**src/rtl/axi4_lite_cmd_master_if.sv**
```systemverilog
// AXI4-Lite bus bundle shared by the command master and its slave.
// Parameters: ALEN byte address width, DLEN data width, SLEN strobe width
// (DLEN = 8*SLEN).
// Modports: M (master drives aw*, w*, ar*, bready, rready),
//           S (slave drives the ready/response side).
interface axi4_lite_if #(
  parameter int unsigned ALEN = 32,
  parameter int unsigned DLEN = 32,
  parameter int unsigned SLEN = DLEN / 8
);
  logic            awvalid;
  logic            awready;
  logic [ALEN-1:0] awaddr;
  logic            wvalid;
  logic            wready;
  logic [DLEN-1:0] wdata;
  logic [SLEN-1:0] wstrb;
  logic            bvalid;
  logic            bready;
  logic [1:0]      bresp;
  logic            arvalid;
  logic            arready;
  logic [ALEN-1:0] araddr;
  logic            rvalid;
  logic            rready;
  logic [DLEN-1:0] rdata;
  logic [1:0]      rresp;

  modport M (
    output awvalid, awaddr, wvalid, wdata, wstrb, bready, arvalid, araddr, rready,
    input  awready, wready, bvalid, bresp, arready, rvalid, rdata, rresp
  );

  modport S (
    input  awvalid, awaddr, wvalid, wdata, wstrb, bready, arvalid, araddr, rready,
    output awready, wready, bvalid, bresp, arready, rvalid, rdata, rresp
  );
endinterface

```
**src/rtl/axi4_lite_cmd_master.sv**
```systemverilog
// Single-outstanding AXI4-Lite master: converts one-beat read/write commands
// into AXI4-Lite transactions and returns one response per command.
// Misaligned commands are answered locally with SLVERR and no bus activity.
// Ports:
//   clk, rstn                    clock, synchronous active-low reset
//   cmd_valid/cmd_ready          command handshake (ready only in IDLE)
//   cmd_we/addr/wdata/wstrb      command fields
//   rsp_valid/rsp_ready          response handshake
//   rsp_we/rsp_rdata/rsp_resp    response fields (held stable in RESP)
//   axi                          AXI4-Lite master modport
// ALEN/DLEN/SLEN must match the attached axi4_lite_if instance.
module axi4_lite_cmd_master #(
  parameter int unsigned ALEN = 32,
  parameter int unsigned DLEN = 32,
  parameter int unsigned SLEN = DLEN / 8
) (
  input  logic            clk,
  input  logic            rstn,
  input  logic            cmd_valid,
  output logic            cmd_ready,
  input  logic            cmd_we,
  input  logic [ALEN-1:0] cmd_addr,
  input  logic [DLEN-1:0] cmd_wdata,
  input  logic [SLEN-1:0] cmd_wstrb,
  output logic            rsp_valid,
  input  logic            rsp_ready,
  output logic            rsp_we,
  output logic [DLEN-1:0] rsp_rdata,
  output logic [1:0]      rsp_resp,
  axi4_lite_if.M          axi
);

  // Byte-offset bits below the bus word; a mask avoids a [-1:0] slice when SLEN=1.
  localparam logic [ALEN-1:0] ALIGN_MASK = ALEN'(SLEN - 1);

  typedef enum logic [1:0] {IDLE, WRITE, READ, RESP} state_t;

  state_t state, state_nxt;

  logic            aw_done, w_done, ar_done;
  logic [ALEN-1:0] addr_q;
  logic [DLEN-1:0] wdata_q;
  logic [SLEN-1:0] wstrb_q;

  logic cmd_hs, misaligned;
  logic aw_hs, w_hs, b_hs, ar_hs, r_hs, rsp_hs;

  assign cmd_hs     = cmd_valid & cmd_ready;
  assign misaligned = (cmd_addr & ALIGN_MASK) != '0;
  assign aw_hs      = axi.awvalid & axi.awready;
  assign w_hs       = axi.wvalid & axi.wready;
  assign b_hs       = axi.bvalid & axi.bready;
  assign ar_hs      = axi.arvalid & axi.arready;
  assign r_hs       = axi.rvalid & axi.rready;
  assign rsp_hs     = rsp_valid & rsp_ready;

  always_ff @(posedge clk) begin
    if (!rstn) state <= IDLE;
    else       state <= state_nxt;
  end

  always_comb begin
    state_nxt = state;
    unique case (state)
      IDLE: begin
        if (cmd_hs) begin
          if (misaligned)  state_nxt = RESP;
          else if (cmd_we) state_nxt = WRITE;
          else             state_nxt = READ;
        end
      end
      WRITE:   if (b_hs)   state_nxt = RESP;
      READ:    if (r_hs)   state_nxt = RESP;
      RESP:    if (rsp_hs) state_nxt = IDLE;
      default:             state_nxt = IDLE;
    endcase
  end

  // Valids are pure functions of state and done flags, so reset clears them
  // immediately and each one stays up until its own handshake.
  always_comb begin
    cmd_ready   = (state == IDLE);
    rsp_valid   = (state == RESP);
    axi.awvalid = (state == WRITE) && !aw_done;
    axi.wvalid  = (state == WRITE) && !w_done;
    axi.bready  = (state == WRITE);
    axi.arvalid = (state == READ) && !ar_done;
    axi.rready  = (state == READ);
    axi.awaddr  = addr_q;
    axi.araddr  = addr_q;
    axi.wdata   = wdata_q;
    axi.wstrb   = wstrb_q;
  end

  always_ff @(posedge clk) begin
    if (!rstn) begin
      aw_done   <= 1'b0;
      w_done    <= 1'b0;
      ar_done   <= 1'b0;
      addr_q    <= '0;
      wdata_q   <= '0;
      wstrb_q   <= '0;
      rsp_we    <= 1'b0;
      rsp_resp  <= 2'b00;
      rsp_rdata <= '0;
    end else begin
      if (cmd_hs) begin
        addr_q  <= cmd_addr;
        wdata_q <= cmd_wdata;
        wstrb_q <= cmd_wstrb;
        rsp_we  <= cmd_we;
        aw_done <= 1'b0;
        w_done  <= 1'b0;
        ar_done <= 1'b0;
        if (misaligned) begin
          rsp_resp  <= 2'b10;
          rsp_rdata <= '0;
        end
      end
      if (aw_hs) aw_done <= 1'b1;
      if (w_hs)  w_done  <= 1'b1;
      if (ar_hs) ar_done <= 1'b1;
      if (b_hs) begin
        rsp_resp  <= axi.bresp;
        rsp_rdata <= '0;
      end
      if (r_hs) begin
        rsp_resp  <= axi.rresp;
        rsp_rdata <= axi.rdata;
      end
    end
  end

endmodule

```
**src/flat_wrapper.sv**
```systemverilog
// flat-port wrapper written by rule: the top's interface ports become plain ports
module axi4_lite_cmd_master_flat 
#(
  parameter int unsigned ALEN = 32,
  parameter int unsigned DLEN = 32,
  parameter int unsigned SLEN = DLEN / 8
)
  (clk, rstn, cmd_valid, cmd_ready, cmd_we, cmd_addr, cmd_wdata, cmd_wstrb, rsp_valid, rsp_ready, rsp_we, rsp_rdata, rsp_resp, axi_awvalid, axi_awaddr, axi_wvalid, axi_wdata, axi_wstrb, axi_bready, axi_arvalid, axi_araddr, axi_rready, axi_awready, axi_wready, axi_bvalid, axi_bresp, axi_arready, axi_rvalid, axi_rdata, axi_rresp);
  axi4_lite_if #(.ALEN(ALEN), .DLEN(DLEN), .SLEN(SLEN)) axi_i ();
  input  logic clk;
  input  logic rstn;
  input  logic cmd_valid;
  output logic cmd_ready;
  input  logic cmd_we;
  input  logic [ALEN-1:0] cmd_addr;
  input  logic [DLEN-1:0] cmd_wdata;
  input  logic [SLEN-1:0] cmd_wstrb;
  output logic rsp_valid;
  input  logic rsp_ready;
  output logic rsp_we;
  output logic [DLEN-1:0] rsp_rdata;
  output logic [1:0] rsp_resp;
  output wire logic [$bits(axi_i.awvalid)-1:0] axi_awvalid;
  output wire logic [$bits(axi_i.awaddr)-1:0] axi_awaddr;
  output wire logic [$bits(axi_i.wvalid)-1:0] axi_wvalid;
  output wire logic [$bits(axi_i.wdata)-1:0] axi_wdata;
  output wire logic [$bits(axi_i.wstrb)-1:0] axi_wstrb;
  output wire logic [$bits(axi_i.bready)-1:0] axi_bready;
  output wire logic [$bits(axi_i.arvalid)-1:0] axi_arvalid;
  output wire logic [$bits(axi_i.araddr)-1:0] axi_araddr;
  output wire logic [$bits(axi_i.rready)-1:0] axi_rready;
  input wire logic [$bits(axi_i.awready)-1:0] axi_awready;
  input wire logic [$bits(axi_i.wready)-1:0] axi_wready;
  input wire logic [$bits(axi_i.bvalid)-1:0] axi_bvalid;
  input wire logic [$bits(axi_i.bresp)-1:0] axi_bresp;
  input wire logic [$bits(axi_i.arready)-1:0] axi_arready;
  input wire logic [$bits(axi_i.rvalid)-1:0] axi_rvalid;
  input wire logic [$bits(axi_i.rdata)-1:0] axi_rdata;
  input wire logic [$bits(axi_i.rresp)-1:0] axi_rresp;
  assign axi_awvalid = axi_i.awvalid;
  assign axi_awaddr = axi_i.awaddr;
  assign axi_wvalid = axi_i.wvalid;
  assign axi_wdata = axi_i.wdata;
  assign axi_wstrb = axi_i.wstrb;
  assign axi_bready = axi_i.bready;
  assign axi_arvalid = axi_i.arvalid;
  assign axi_araddr = axi_i.araddr;
  assign axi_rready = axi_i.rready;
  assign axi_i.awready = axi_awready;
  assign axi_i.wready = axi_wready;
  assign axi_i.bvalid = axi_bvalid;
  assign axi_i.bresp = axi_bresp;
  assign axi_i.arready = axi_arready;
  assign axi_i.rvalid = axi_rvalid;
  assign axi_i.rdata = axi_rdata;
  assign axi_i.rresp = axi_rresp;
  axi4_lite_cmd_master #(.ALEN(ALEN), .DLEN(DLEN), .SLEN(SLEN)) u_core (.clk(clk), .rstn(rstn), .cmd_valid(cmd_valid), .cmd_ready(cmd_ready), .cmd_we(cmd_we), .cmd_addr(cmd_addr), .cmd_wdata(cmd_wdata), .cmd_wstrb(cmd_wstrb), .rsp_valid(rsp_valid), .rsp_ready(rsp_ready), .rsp_we(rsp_we), .rsp_rdata(rsp_rdata), .rsp_resp(rsp_resp), .axi(axi_i));
endmodule
```
**config.mk**
```make
export PLATFORM = sky130hd
export DESIGN_NAME = axi4_lite_cmd_master_flat
export DESIGN_NICKNAME = d
export VERILOG_FILES = /design/src/rtl/axi4_lite_cmd_master_if.sv /design/src/rtl/axi4_lite_cmd_master.sv /design/src/flat_wrapper.sv
export SDC_FILE = /design/constraint.sdc
export NUM_CORES = 1
export LEC_CHECK = 0
export ABC_AREA = 1
export CAP_MARGIN = 25
export CELL_PAD_IN_SITES_DETAIL_PLACEMENT = 0
export CELL_PAD_IN_SITES_GLOBAL_PLACEMENT = 1
export CORE_MARGIN = 10
export CORE_UTILIZATION = 27
export CTS_CLUSTER_DIAMETER = 80
export DETAILED_ROUTE_END_ITERATION = 7
export HOLD_SLACK_MARGIN = 0.02
export PLACE_DENSITY_LB_ADDON = 0.05
export SKIP_LAST_GASP = 1
export SYNTH_ARGS = -nofsm -noshare
export SYNTH_HDL_FRONTEND = slang
export SYNTH_SLANG_ARGS = --single-unit
```
**constraint.sdc**
```tcl
create_clock -name clk -period 2.2 [get_ports clk]
set_input_delay 0.44 -clock clk [delete_from_list [all_inputs] [get_ports clk]]
set_output_delay 0.44 -clock clk [all_outputs]
set_load 0.03 [all_outputs]
```
==> impl_metrics.toml, run 1 <==
[setup_path]
slowest_stage = "dlygate4sd2_1"
cpMostUsedCell = "inv_1"
end_kind = "output pin"
crit_chain = "inv_1 -> ha_1 -> inv_1 -> nor2_1 -> dlygate4sd2_1"
start_kind = "flop"
worst-endpoint-arrival_ns = 1.63
cp_max_fo = 4
max_stage_delay_ns = 0.44
path_class = "flop to output pin"
cp.required_ns = 1.76

[clock_tree]
holdBufCountCts = 0
h-tree-depth = 3
clk_pin_slew_worst_paths_ns = 0.07
numCtsBuffers = 9
cts_root_buf = "clkbuf_16"
clk_latency_ns = 0.34
cts_sinks = 108
clock_tree.buffer_depth = 2
cts_tree = "built"

[detailed_routing]
via_per_inst = 4.27
routedWlPerCell_um = 16.0
firstDrtPassIters = 4
drc = 0
via_count = 4154
drt-initial-drc-count = 129
ant_nets = 0
routed_wl_mm = 15.6

[logic_synthesis]
synthesis.area_sq_mm = 0.00424
avgSynthCellArea_sq_um = 7.72
synth_warnings = 0
synthCells = 550
netlist-cell-type-count = 19
ys_seq_area_share_pct = 50.9
synth-seq-cells = 108
syn_nets = 670

[floorplan]
start_util_pct = 27.7
rows = 45
die_w_um = 145
coreArea_sq_mm = 0.0153
io_pins = 256
dieHeight_um = 145
dieArea_sq_mm = 0.0211

[grt]
grt_pass1_wl_mm = 24.2
grt_max_degree = 74
grt_pass1_vias = 4115
grt.overflow.total = 0
grt_use_total_pct = 14.2
antenna_found_initial = 0

[power]
switching_power_mw = 3.56
finalPower_mw = 8.53
p_clk_share_pct = 18.3
swShare_pct = 41.8
combinationalPowerShare_pct = 49.9
leakage_nw = 2.72
p_int_mw = 4.97
pwr-share-seq_pct = 31.8
irDropWorstVdd_v = 0.000549
pwr_density_cell_mw_per_mm2 = 1210

[flow_run]
cap_viol_max_count = 0

[layout]
antennaDiodeCount = 0
drive_gt1_share_pct = 3.41
area_growth_pct = 65.5
fin_nets = 879

[sta]
finalHoldViolations = 0
rsz0062_at_grt = "false"
worst_slew_pin_slew_ns = 0.688
fin_skew_ns = 0.00574
fin_setup_tns_ns = 0
slew_viol_final = 0
fmax_mhz = 482
fin_crit_ns = 2.07
relSlewSlack_pct = 54.1
timing.final.crit_share_pct = 94.3
setup_viol = 0

[placed_design]
portBuffers = 255
place_hpwl_mm = 11.6
routabilityCongestion = 0.765

[outcome]
run_status = "completed"

[worst_hold_path]
hold_class = "flop to flop"
## registers in the layout, summed over array words and instances, names as in the netlist
register	flops
u_core.axi.wstrb	4
u_core.axi.araddr	32
u_core.aw_done	1
u_core.rsp_rdata	32
u_core.axi.wdata	32
u_core.rsp_resp	2
u_core.state	2
u_core.ar_done	1
u_core.rsp_we	1
u_core.w_done	1
## critical path, delay by kind of cell, from the launching register on
kind	cells	cell delay, ns
adders and majority gates	1	0.20
buffers and inverters	3	0.62
DFF	1	0.35
and+or+nand+nor	1	0.12
## synth_stat cells
| cell | instances | area [sq um] |
|---|---|---|
| ha_1 | 6 | 75.1 |
| o21ai_0 | 63 | 315 |
| a21oi_1 | 39 | 195 |
| nand2_1 | 60 | 225 |
| o21ai_1 | 10 | 50.1 |
| buf_6 | 4 | 45.0 |
| nand4_1 | 2 | 12.5 |
| nand2_2 | 1 | 6.26 |
| clkinv_1 | 2 | 7.51 |
| nor2_1 | 145 | 544 |
| buf_2 | 15 | 75.1 |
| dfxtp_1 | 108 | 2160 |
| nand3_1 | 32 | 160 |
| inv_4 | 1 | 6.26 |
| nand2_4 | 1 | 11.3 |
| clkbuf_1 | 14 | 52.6 |
| inv_1 | 13 | 48.8 |
| buf_4 | 33 | 248 |
| inv_2 | 1 | 3.75 |
## what timing repair did
action,in CTS,in global routing
gates cloned,0,0
setup buffers,0,0
endpoints found under the setup margin,4,4
pin swaps,0,0
resized for setup,4,3
## cell usage in the layout, fill, tap and decap left out, drive strengths merged
cell type	n
dlygate4sd2	4
clkdlybuf4s50	247
nand2	62
buf	10
bufinv	1
clkinv	4
a21oi	39
nand4	2
dlymetal6s2s	3
nor2	145
ha	6
nand3	32
inv	15
clkbuf	11
o21ai	73
dfxtp	108
## layer usage
layer	GRT usage [%]	vias up	part of all wire, %
met5	0	-	0
met2	22.5	154	46
met4	4.10	0	1.3
met3	7.11	12	10
met1	16.6	1845	43
li1	-	2143	-
## kinds of logic (layout without fill, tap and decap cells)
group	count (synthesis)	count (layout)	share of synthesized area, %
fa+ha+maj	6	6	1.77
buf+inv	83	295	11.5
flops	108	108	50.9
compound gates	112	112	13.2
simple gates	241	241	22.6
## path summary, 6_finish.rpt
check | startpoint | to | slack, ns | cells past startpoint
hold / removal | u_core.ar_done$_SDFFE_PN0P_ | u_core.ar_done$_SDFFE_PN0P_ | 0.47 | 2
hold reg to reg | u_core.ar_done$_SDFFE_PN0P_ | u_core.ar_done$_SDFFE_PN0P_ | 0.47 | 2
setup / recovery | u_core.state[0]$_SDFFE_PN0P_ | axi_arvalid | 0.13 | 5
setup reg to reg | u_core.state[0]$_SDFFE_PN0P_ | u_core.rsp_resp[1]$_SDFFE_PN0P_ | 0.37 | 9
## power by group through the flow
stage	Sequential, mW	Clock [mW]	Combinational, mW
2_1_floorplan	3.61	0	1.81
3_5_place_dp	2.76	0	4.35
5_1_grt	2.79	1.70	4.59
3_3_place_gp	2.74	0	4.33
4_1_cts	2.72	1.63	4.33
6_report	2.71	1.56	4.25
## stage by stage
stage | hold slack, ns | utilization (%) | worst slack, ns | std cells | cell area, sq um
after floorplan | 0.444 | - | 0.462 | 550 | 4240
after global placement | 0.455 | 43.9 | 0.253 | 958 | 6720
after detailed placement | 0.461 | 44.1 | 0.235 | 959 | 6750
after CTS | 0.471 | 45.8 | 0.00431 | 973 | 7020
after global routing | 0.494 | 45.9 | 0.00221 | 973 | 7020
final | 0.467 | 45.9 | 0.126 | 973 | 7020
## area by class of cell
cell class              instances  area, sq um
flip-flops and latches        108         2160
clock inverters                 3         40.0
well taps                     211          264
repair buffers                264         2660
multi-input cells             359         1600
clock buffers                  11          233
inverters                      17         66.3
fillers                      1589         8290
(Power assumes the default switching activity.)
==> run 2, diff against run 1 <==
--- a/config.mk
+++ b/config.mk
@@ -10,7 +10,8 @@
 export CELL_PAD_IN_SITES_DETAIL_PLACEMENT = 0
 export CELL_PAD_IN_SITES_GLOBAL_PLACEMENT = 1
 export CORE_MARGIN = 10
-export CORE_UTILIZATION = 27
+export CORE_UTILIZATION = 28
+export CTS_BUF_LIST = sky130_fd_sc_hd__clkbuf_8
 export CTS_CLUSTER_DIAMETER = 80
 export DETAILED_ROUTE_END_ITERATION = 7
 export HOLD_SLACK_MARGIN = 0.02
==> run 2 against run 1 <==
Core utilization is 0.77 points higher. Combinational power is 1% lower. Sequential power hardly changed. Worst setup slack improved by 0.042 ns. Critical path depth down 2. Maximum frequency increased by 2.1%. Design area down 2.4%. Clock skew rose by 0.0014 ns. Final cell count shrank 2.5%. Wire length about the same. Worst hold slack got worse by 0.12 ns. First-iteration DRC count is 65% higher. Critical path type unchanged.
==> impl_metrics.toml, run 2 (synthesis results as in run 1) <==
[placed_design]
placed_cells = 933
routabilityCongestion = 0.760
portBuffers = 255
place_hpwl_mm = 11.8

[setup_path]
path_buf_inv = 2
rrSetupSlack_ns = 0.48
cp_max_fo = 6
crit_start = "u_core.state[0]$_SDFFE_PN0P_"
reg2reg_from = "u_core.state[0]$_SDFFE_PN0P_"
max_stage_delay_ns = 0.46
rr_worst_depth = 8
path_class = "flop to output pin"
cp.required_ns = 1.76
crit_chain = "inv_1 -> ha_1 -> dlygate4sd2_1"
timing.rr.end = "u_core.rsp_resp[1]$_SDFFE_PN0P_"
worst-endpoint-arrival_ns = 1.59
critical-path-top-delay-family = "buffers and inverters"
start_kind = "flop"
slowest_stage = "dlygate4sd2_1"
end_kind = "output pin"

[detailed_routing]
drt-initial-drc-count = 213
firstDrtPassIters = 4
via_count = 4191
via_per_inst = 4.42
routedWlPerCell_um = 16.4
drc = 0
routed_wl_mm = 15.6
ant_nets = 0

[sta]
fin_skew_ns = 0.00712
rsz0062_at_grt = "false"
fin_crit_ns = 2.03
relSlewSlack_pct = 67.2
fmax_mhz = 492
whs_ns = 0.347
slew_viol_final = 0
setup_viol = 0
finalHoldViolations = 0
fin_setup_tns_ns = 0
worst_slew_pin_slew_ns = 0.492
timing.final.crit_share_pct = 92.3

[grt]
use_met2_pct = 24.5
met1_usage_pct = 16.4
antenna_found_initial = 0
grt_pass1_vias = 4142
grt_max_degree = 46
gr-max-usage-layer = "met2"
grt.overflow.total = 0
gr-usage-met3_pct = 7.26
grt_pass1_wl_mm = 23.4
grt_use_total_pct = 14.6

[flow_run]
cap_viol_max_count = 0

[layout]
utilization_pct = 46.6
regArea_sq_mm = 0.00216
antennaDiodeCount = 0
area_growth_pct = 61.5
drive_gt1_share_pct = 4.05
nFillCells = 1457
fin_cells = 949
multi_input_area_sq_mm = 0.00160
final_common_cell = "clkdlybuf4s50_1"
mostFrequentLayoutCells = "247 x clkdlybuf4s50_1, 145 x nor2_1, 108 x dfxtp_1, 63 x o21ai_0, 60 x nand2_1"
fin_nets = 880

[power]
finalPower_mw = 8.07
irDropWorstVdd_v = 0.000542
pwr_density_cell_mw_per_mm2 = 1180
leakage_nw = 2.65

[clock_tree]
clk_pin_slew_worst_paths_ns = 0.09
cts_tree = "built"
clock_tree.buffer_depth = 2
clk_latency_ns = 0.38
h-tree-depth = 3
numCtsBuffers = 9
cts_root_buf = "clkbuf_8"
cts_sinks = 108

[worst_hold_path]
holdPathEnd = "u_core.w_done$_SDFFE_PN0P_"
hold_class = "primary input to flop"
hold_start = "rstn"
holdPathStages = 3

[floorplan]
dieHeight_um = 143
rows = 44
coreArea_sq_mm = 0.0147
io_pins = 256
start_util_pct = 28.9
dieArea_sq_mm = 0.0205
die_w_um = 143

[outcome]
run_status = "completed"
## run 2: cell types whose count changed in the layout (fill, tap and decap cells not counted)
cell | before | now
clkbuf_8 | 0 | 12
clkbuf_16 | 9 | 0
buf_4 | 6 | 9
clkbuf_2 | 0 | 3
inv_1 | 13 | 16
clkbuf_1 | 2 | 0
dlymetal6s2s_1 | 3 | 1
buf_12 | 2 | 1
buf_16 | 1 | 0
bufinv_16 | 1 | 0
clkinv_2 | 2 | 1
dlygate4sd2_1 | 4 | 3
## run 2: worst reg2reg max path: stages (launching register included)
cell and delay [ns]:
dfxtp_1 0.40, inv_1 0.11, ha_1 0.28, nand2_2 0.13, inv_4 0.05, nand2_4 0.28
nand2_1 0.14, o21ai_0 0.19, nor2_1 0.05
## run 2: metrics by stage
stage / setup WS [ns] / cell area [sq um]
2_1_floorplan: 0.462 / 4240
6_report: 0.169 / 6850
5_1_grt: 0.0388 / 6850
4_1_cts: 0.0281 / 6860
3_5_place_dp: 0.209 / 6690
3_3_place_gp: 0.249 / 6690
## run 2: how the worst max path moves through the flow
stage | to | slack, ns | cells after the start
global route | cmd_ready | 0.04 | 3
CTS | rsp_valid | 0.03 | 2
detailed placement | axi_awvalid | 0.21 | 5
global placement | axi_arvalid | 0.25 | 5
floorplan | axi_awvalid | 0.46 | 4
finish | cmd_ready | 0.17 | 3
## run 2: layout make-up
cell class	count	share of cell area (%)
well taps	184	3.36
flip-flops and latches	108	31.5
clock buffers	12	2.41
repair buffers	265	38.2
clock inverters	4	0.237
inverters	17	0.968
multi-input cells	359	23.3
## run 2: report_power, final
group          total, mW  switching (mW)  internal (mW)
Combinational       4.20            2.57           1.64
Sequential          2.72           0.290           2.43
Clock               1.15           0.656          0.493
## run 2: repair_timing
item	in CTS	in global routing
gates cloned	0	0
gates resized for setup	6	7
buffers inserted	0	0
hold buffers	0	0
setup endpoints to repair	6	4
## run 2: routing by layer
metal  vias to the layer above  wire length, um  part of all wire [%]
met5                         -                0                     0
met2                       157             7420                    48
met1                      1880             6230                    40
met3                         8             1820                    12
li1                       2146                -                     -
met4                         0              111                  0.71
